## src/rtl/cpu7_ifu_fetch_seq.sv

```systemverilog
// Fetch-request sequencer: owns the fetch PC, issues credit-limited requests,
// tags responses with their PC, drops stale ones and queues them for decode.
module cpu7_ifu_fetch_seq #(
  parameter int GRLEN = 32,
  parameter int DEPTH = 2
) (
  input  logic             clock,
  input  logic             resetn,
  input  logic [GRLEN-1:0] pc_init,
  input  logic             redirect_valid,
  input  logic [GRLEN-1:0] redirect_pc,
  output logic             inst_req,
  output logic [GRLEN-1:0] inst_addr,
  output logic             inst_cancel,
  input  logic             inst_addr_ok,
  input  logic             inst_valid,
  input  logic [31:0]      inst_rdata,
  input  logic             inst_ex,
  input  logic [5:0]       inst_exccode,
  output logic             fq_valid,
  output logic [GRLEN-1:0] fq_pc,
  output logic [31:0]      fq_inst,
  output logic             fq_ex,
  output logic [5:0]       fq_exccode,
  input  logic             fq_ready
);

  localparam int PW = $clog2(DEPTH);
  localparam int CW = PW + 1;

  typedef enum logic [1:0] {BOOT, RUN, WAITR} state_t;

  state_t           state;
  logic [GRLEN-1:0] pc;
  logic [CW-1:0]    outst, outst_next, discard, fq_count;
  logic [PW-1:0]    fq_rd, fq_wr, tag_rd, tag_wr;

  logic [GRLEN-1:0] tag_pc  [DEPTH];
  logic [GRLEN-1:0] q_pc    [DEPTH];
  logic [31:0]      q_inst  [DEPTH];
  logic             q_ex    [DEPTH];
  logic [5:0]       q_code  [DEPTH];

  logic redir, credit, issue, enq, deq;

  always_comb begin
    redir       = redirect_valid && (state != BOOT);
    // Credit counts queued entries too, so every in-flight response has a slot.
    credit      = ({1'b0, outst} + {1'b0, fq_count}) < (CW+1)'(DEPTH);
    inst_req    = (state == RUN) && !redirect_valid && credit;
    issue       = inst_req && inst_addr_ok;
    inst_cancel = redir && (outst != '0);
    inst_addr   = pc;
    enq         = inst_valid && !redir && (discard == '0) && (state == RUN);
    deq         = fq_valid && fq_ready && !redir;
    outst_next  = outst + CW'(issue) - CW'(inst_valid);
  end

  assign fq_valid   = (fq_count != '0);
  assign fq_pc      = q_pc[fq_rd];
  assign fq_inst    = q_inst[fq_rd];
  assign fq_ex      = q_ex[fq_rd];
  assign fq_exccode = q_code[fq_rd];

  always_ff @(posedge clock or negedge resetn) begin
    if (!resetn) begin
      state    <= BOOT;
      pc       <= '0;
      outst    <= '0;
      discard  <= '0;
      fq_count <= '0;
      fq_rd    <= '0;
      fq_wr    <= '0;
      tag_rd   <= '0;
      tag_wr   <= '0;
      tag_pc   <= '{default: '0};
      q_pc     <= '{default: '0};
      q_inst   <= '{default: '0};
      q_ex     <= '{default: 1'b0};
      q_code   <= '{default: '0};
    end else begin
      case (state)
        BOOT: begin
          pc    <= pc_init;
          state <= RUN;
        end
        default: begin
          if (redir) begin
            state <= RUN;
            pc    <= redirect_pc;
          end else begin
            if (issue) pc <= pc + GRLEN'(4);
            if (enq && inst_ex) state <= WAITR;
          end
        end
      endcase

      outst <= outst_next;

      // Tag FIFO survives redirects: discarded responses still pop their tag.
      if (issue) begin
        tag_pc[tag_wr] <= pc;
        tag_wr         <= tag_wr + PW'(1);
      end
      if (inst_valid) tag_rd <= tag_rd + PW'(1);

      if (redir) discard <= outst_next;
      else if (inst_valid && (discard != '0)) discard <= discard - CW'(1);

      if (redir) begin
        fq_rd    <= '0;
        fq_wr    <= '0;
        fq_count <= '0;
      end else begin
        if (enq) begin
          q_pc[fq_wr]   <= tag_pc[tag_rd];
          q_inst[fq_wr] <= inst_rdata;
          q_ex[fq_wr]   <= inst_ex;
          q_code[fq_wr] <= inst_exccode;
          fq_wr         <= fq_wr + PW'(1);
        end
        if (deq) fq_rd <= fq_rd + PW'(1);
        fq_count <= fq_count + CW'(enq) - CW'(deq);
      end
    end
  end

  always_ff @(posedge clock) begin
    if (resetn) assert (!(enq && !deq && (fq_count == CW'(DEPTH))));
  end

endmodule

```

## config.mk

```make
export PLATFORM = sky130hd
export DESIGN_NAME = cpu7_ifu_fetch_seq
export DESIGN_NICKNAME = d
export VERILOG_FILES = /design/src/rtl/cpu7_ifu_fetch_seq.sv
export SDC_FILE = /design/constraint.sdc
export NUM_CORES = 1
export LEC_CHECK = 0
export CAP_MARGIN = 0
export CELL_PAD_IN_SITES_DETAIL_PLACEMENT = 0
export CELL_PAD_IN_SITES_GLOBAL_PLACEMENT = 2
export CORE_MARGIN = 3
export CORE_UTILIZATION = 32
export DETAILED_ROUTE_END_ITERATION = 6
export GPL_TIMING_DRIVEN = 0
export HOLD_SLACK_MARGIN = 0.15
export PLACE_DENSITY_LB_ADDON = 0.05
export SLEW_MARGIN = 10
export SYNTH_ARGS = -nofsm -noshare
export SYNTH_HDL_FRONTEND = slang
export SYNTH_SLANG_ARGS = --single-unit
```

## constraint.sdc

```tcl
create_clock -name clock -period 2.86 [get_ports clock]
set_input_delay 0.715 -clock clock [delete_from_list [all_inputs] [get_ports clock]]
set_output_delay 0.715 -clock clock [all_outputs]
set_load 0.01 [all_outputs]
```

Word level (Yosys, flattened, before mapping) --
Cells that the tools add are included.
Storage, ports and cells: input port bits 109, output and inout bits 106, word-level logic and storage cells 112, register bits 250
Operators by class: multiplexer cells 41, reductions and logical operators 28, $add $sub $neg 11, bitwise gates (word level) 5, $lt $le $gt $ge 7, equality and inequality tests 1
Operators by type and width (count):
- two-way mux 32 bit | 14
- bitwise mux 64 bit | 3
- demux 32 bit (select 1 bit) | 2
- adder 32 x 3 -> 32 bit, second input constant | 1
- two-way mux 6 bit | 4
- logical AND 1 bit | 14
- nonzero test 2 bit | 7
- bitwise mux 12 bit | 1
- two-way mux 2 bit | 6
- greater-or-equal comparator 2 bit, second input constant | 4
- two-way mux 1 bit | 8
- inverter 1 -> 2 bit | 4
- demux 6 bit (select 1 bit) | 1
- nonzero test 3 bit | 2
- adder 1 bit, second input constant | 4
- adder 2 x 1 -> 2 bit | 2
- zero test 2 bit | 2
- less-than comparator 2 x 1 -> 1 bit, second input constant | 2
- subtractor 2 x 1 -> 2 bit | 2
- adder 2 x 2 -> 3 bit | 1
- less-than comparator 3 x 2 -> 1 bit, second input constant | 1
- bitwise mux 2 bit | 1
- equality test 2 x 1 -> 1 bit, second input constant | 1
- zero test 1 bit | 2
- other kinds (4) | 4

Logic depth before layout (Yosys ltp) --
word-level depth 10, depth in mapped cells 13, depth with buffers taken out 12

Worst setup path after synthesis --
OpenSTA, ideal clock, no wires.
kind register to register, start point reg outst[0], end point reg discard[1], clock period less this slack 3086 ps, path buffers 1, data required time 2724 ps, setup slack -226 ps, cell stages (with the launch flop) 14, setup time 136 ps, arrival time 2950 ps, path through dfrtp_1 > and2_1 > fa_1 > or4b_4 > nor2_2 > inv_1 > clkbuf_1 > ha_1 > inv_1 > ha_1 > xnor2_1 > xnor2_1 > nand2_1 > o21ai_0
Between the ends: longest elaborated chain between the ends 7
Ends and longest elaborated chain:
- from (decl) | RTL line 35 | logic [CW-1:0] outst, outst_next, discard, fq_count;
- from (signal assigned) | RTL line 98 | outst <= outst_next;
- adder 2 x 2 -> 3 bit | RTL line 49 | credit = ({1'b0, outst} + {1'b0, fq_count}) < (CW+1)'(DEPTH);
- less-than comparator 3 x 2 -> 1 bit | RTL line 49
- logical AND 1 bit | RTL line 50 | inst_req = (state == RUN) && !redirect_valid && credit;
- logical AND 1 bit | RTL line 51 | issue = inst_req && inst_addr_ok;
- adder 2 x 1 -> 2 bit (*) | RTL line 56 | outst_next = outst + CW'(issue) - CW'(inst_valid);
- subtractor 2 x 1 -> 2 bit (*) | RTL line 56
- via outst_next[1] | RTL line 35
- two-way mux 2 bit (*) | RTL line 107 | if (redir) discard <= outst_next;
- to (signal assigned) | RTL line 107
- to (signal assigned) | RTL line 108 | else if (inst_valid && (discard != '0)) discard <= discard - CW'(1);
- to (decl) | RTL line 35
The timed path passes the listed nets; every way through them passes the cells marked *. A chain may end at the register's enable or synchronous reset.

Worst setup path in the final report --
Same ends and word-level chain as after synthesis.

==> flow_summary.ini <==
[timing]
final-hold-violation-count = 0
fin_crit_ns = 2.90
final.setup_skew_ns = 0.00806
worst_slack_ns = -0.0449
fin_tns_setup_ns = -0.613
grt_setup_unrepaired = yes
max_clock_freq_mhz = 344
timing.final.max_slew_violations = 0
final.hold.worst_slack_ns = 0.480
report.final.setup_viol = 31
worst_pin_slew_ns = 0.944
finalCritPeriodShare_pct = 102
maxSlewHeadroom_pct = 36.9

[placement]
dp_hpwl_um = 25800
finalWeightedCongestion = 0.808
quantity_of_i_o_buffers_inserted_on_ports = 214
detailed_place.area_um2 = 14600

[finish]
area.growth.synth_to_final_pct = 35.5
num-nets-final = 1293
finish.utilization_pct = 44.4
ratio_of_cells_with_drive_above_1_in_the_final_layout_pct = 35.7
antennaDiodeCount = 0
postLayoutCellArea_um2 = 15900
layout.area.seq_um2 = 6260
combined_area_of_the_multi_input_logic_cells_um2 = 5320
fillCellCount = 3345

[yosys]
ys_ff_latch = 250
synth_async_sr_flop_share_pct = 100
ys.warnings.count = 0
synthFlopType = dfrtp_1
netlist_top_cells_count = mux2_2, dfrtp_1, nand2_1
postSynthAreaPerCell_um2 = 12.8
synth_edf_count = 0
synth_top_cells_by_area = dfrtp_1, mux2_2, nand2_1
synth-seq-area-share_pct = 53.3
synthDistinctLibCells = 54
post_synth_top_area_share_pct = 53.3
yosysMostFrequentCell = mux2_2
syn_area_um2 = 11700
synth_largest_area_cell = dfrtp_1
postSynthCellCount = 919
synth.net_count = 1035

[critical_path]
critical_path_class = reg2reg
critPathArrivalTime_ns = 3.38
cp_max_fo = 4
setup.worst_path.start = outst[0]
worstSetupStartpointType = register
worst_ep_required_time_ns = 3.34
ff2ff_setup_slack_ns = -0.04
worst_setup_ep_type = register
beginning_of_the_worst_register_to_register_path = outst[0]
reg2reg_to = discard[1]
worst_r2r_path_depth = 13
crit_end = discard[1]

[drt]
detailedRoute.firstIterationViolations = 359
totalWireLength_um = 36000
drtPass1Iterations = 5
final_antenna_net_count = 0
detail_route.drc_violations = 0
vias_per_cell = 5.00
dr_total_vias = 8305
routed_wire_length_per_instance_um = 21.7

[die]
die_h_um = 198
design.portCount = 215
placement_rows = 69
die_width_um = 198
area_of_the_die_um2 = 39000
core_region_area_um2 = 35800
starting_utilization_of_the_core_area_pct = 32.8

[clock_network]
cts.path.max_buffers = 3
cts_root_buffer = clkbuf_16
tritoncts_clock_tree = done
path_clk_slew_ns = 0.06
tritoncts_buffers = 30
cts_num_sinks = 250
worstSkewPairLatency_ns = 0.55
cts-htree-levels = 1

[grt]
maximum_number_of_pins_on_one_net_before_global_route_repair = 100
grt_remaining_overflow = 0
grt_first_pass_wirelength_um = 54900
track_usage_pct = 18.3
number_of_antenna_violations_at_the_first_check_in_global_routing = 0
vias_in_the_first_global_route = 8911

[power]
vdd_ir_drop_max_v = 0.000633
power_per_cell_area_nw_per_um2 = 976
p_leak_nw = 7.14

[min_path]
holdCritStartpoint = tag_pc[7]
min_path_type = reg2reg

[run]
cap_viol_max_count = 0

[status]
violations = negative setup slack
result_of_the_run = finished with violations
cell type report:
cell class,count,share of cell area (%)
Sequential cell,250,39.4
Multi-Input combinational cell,600,33.4
Timing Repair Buffer,229,14.1
Buffer,52,2.71
Tap cell,461,3.63
Clock inverter,17,1.05
Inverter,14,0.346
Clock buffer,39,5.38
cell usage in the layout (no fill, tap or decap), drive strengths merged, types with 12 or more instances in the layout:
cell	Yosys	routed
nor2	30	30
o21ai	26	26
buf	13	29
nand2	45	45
dfrtp	250	250
clkinv	0	12
nand3	27	27
clkdlybuf4s50	0	141
clkbuf	42	78
mux2	306	306
inv	14	15
a21oi	30	30
and3	12	12
dlygate4sd2	0	69
logic make-up after synthesis:
kind of cell	count (synthesis)	synth area share, %
flip-flops	250	53.3
buffers and inverters	69	2.31
multiplexers	309	29.6
AO/OA/AOI/OAI	103	5.51
XOR/XNOR	16	1.19
AND/OR/NAND/NOR	165	7.27
adder cells (fa/ha/maj)	7	0.810
sequential cells by signal, indices dropped and copies added, names as in the netlist:
signal	cells
discard	2
q_pc	64
tag_pc	64
tag_wr	1
q_code	12
fq_wr	1
inst_addr	32
outst	2
q_inst	64
tag_rd	1
fq_rd	1
fq_count	2
q_ex	2
state	2
metal layers:
layer / GRT usage (%) / up-vias / wire length, um
li1: - / 3858 / -
met2: 30.3 / 181 / 17200
met3: 2.71 / 47 / 1800
met4: 4.17 / 0 / 818
met5: 0 / - / 0
met1: 25.6 / 4219 / 16200
worst max-delay path, stage by stage, from the launching register on:
cell	delay [ns]
dfrtp_1	0.37
and2_4	0.16
fa_2	0.44
or4b_4	0.55
nor2_4	0.20
inv_4	0.07
clkbuf_16	0.15
ha_4	0.25
inv_2	0.04
ha_4	0.15
xnor2_2	0.12
xnor2_1	0.17
nand2_1	0.07
o21ai_1	0.09
metrics by stage:
stage               power [mW]  cells  setup slack (ns)
floorplan                 9.13    919           -0.0953
global placement          11.9   1594            -10.54
detailed placement        11.9   1596             -1.65
CTS                       15.8   1657           -0.0915
global route              16.5   1662            -0.172
finish                    15.5   1662           -0.0449
where the power goes:
group | switching, mW | internal, mW
logic | 2.45 | 3.31
clock network | 1.53 | 2.37
registers | 0.902 | 4.96
what timing repair did:
| item | 4_1_cts | 5_1_grt |
|---|---|---|
| gates resized for setup | 134 | 9 |
| buffers inserted | 7 | 5 |
| setup endpoints to repair | 293 | 122 |
| hold buffers | 1 | 0 |
| hold endpoints to repair | 55 | 0 |
| pin swaps | 6 | 7 |
how the worst min path moves through the flow:
| stage | to | cells after the start |
|---|---|---|
| floorplan | discard[0] | 0 |
| global placement | tag_pc[38] | 1 |
| detailed placement | tag_pc[7] | 2 |
| CTS | tag_pc[7] | 2 |
| global route | q_pc[22] | 1 |
| finish | tag_pc[7] | 2 |
Note: power is estimated with default switching activity, not from simulation.
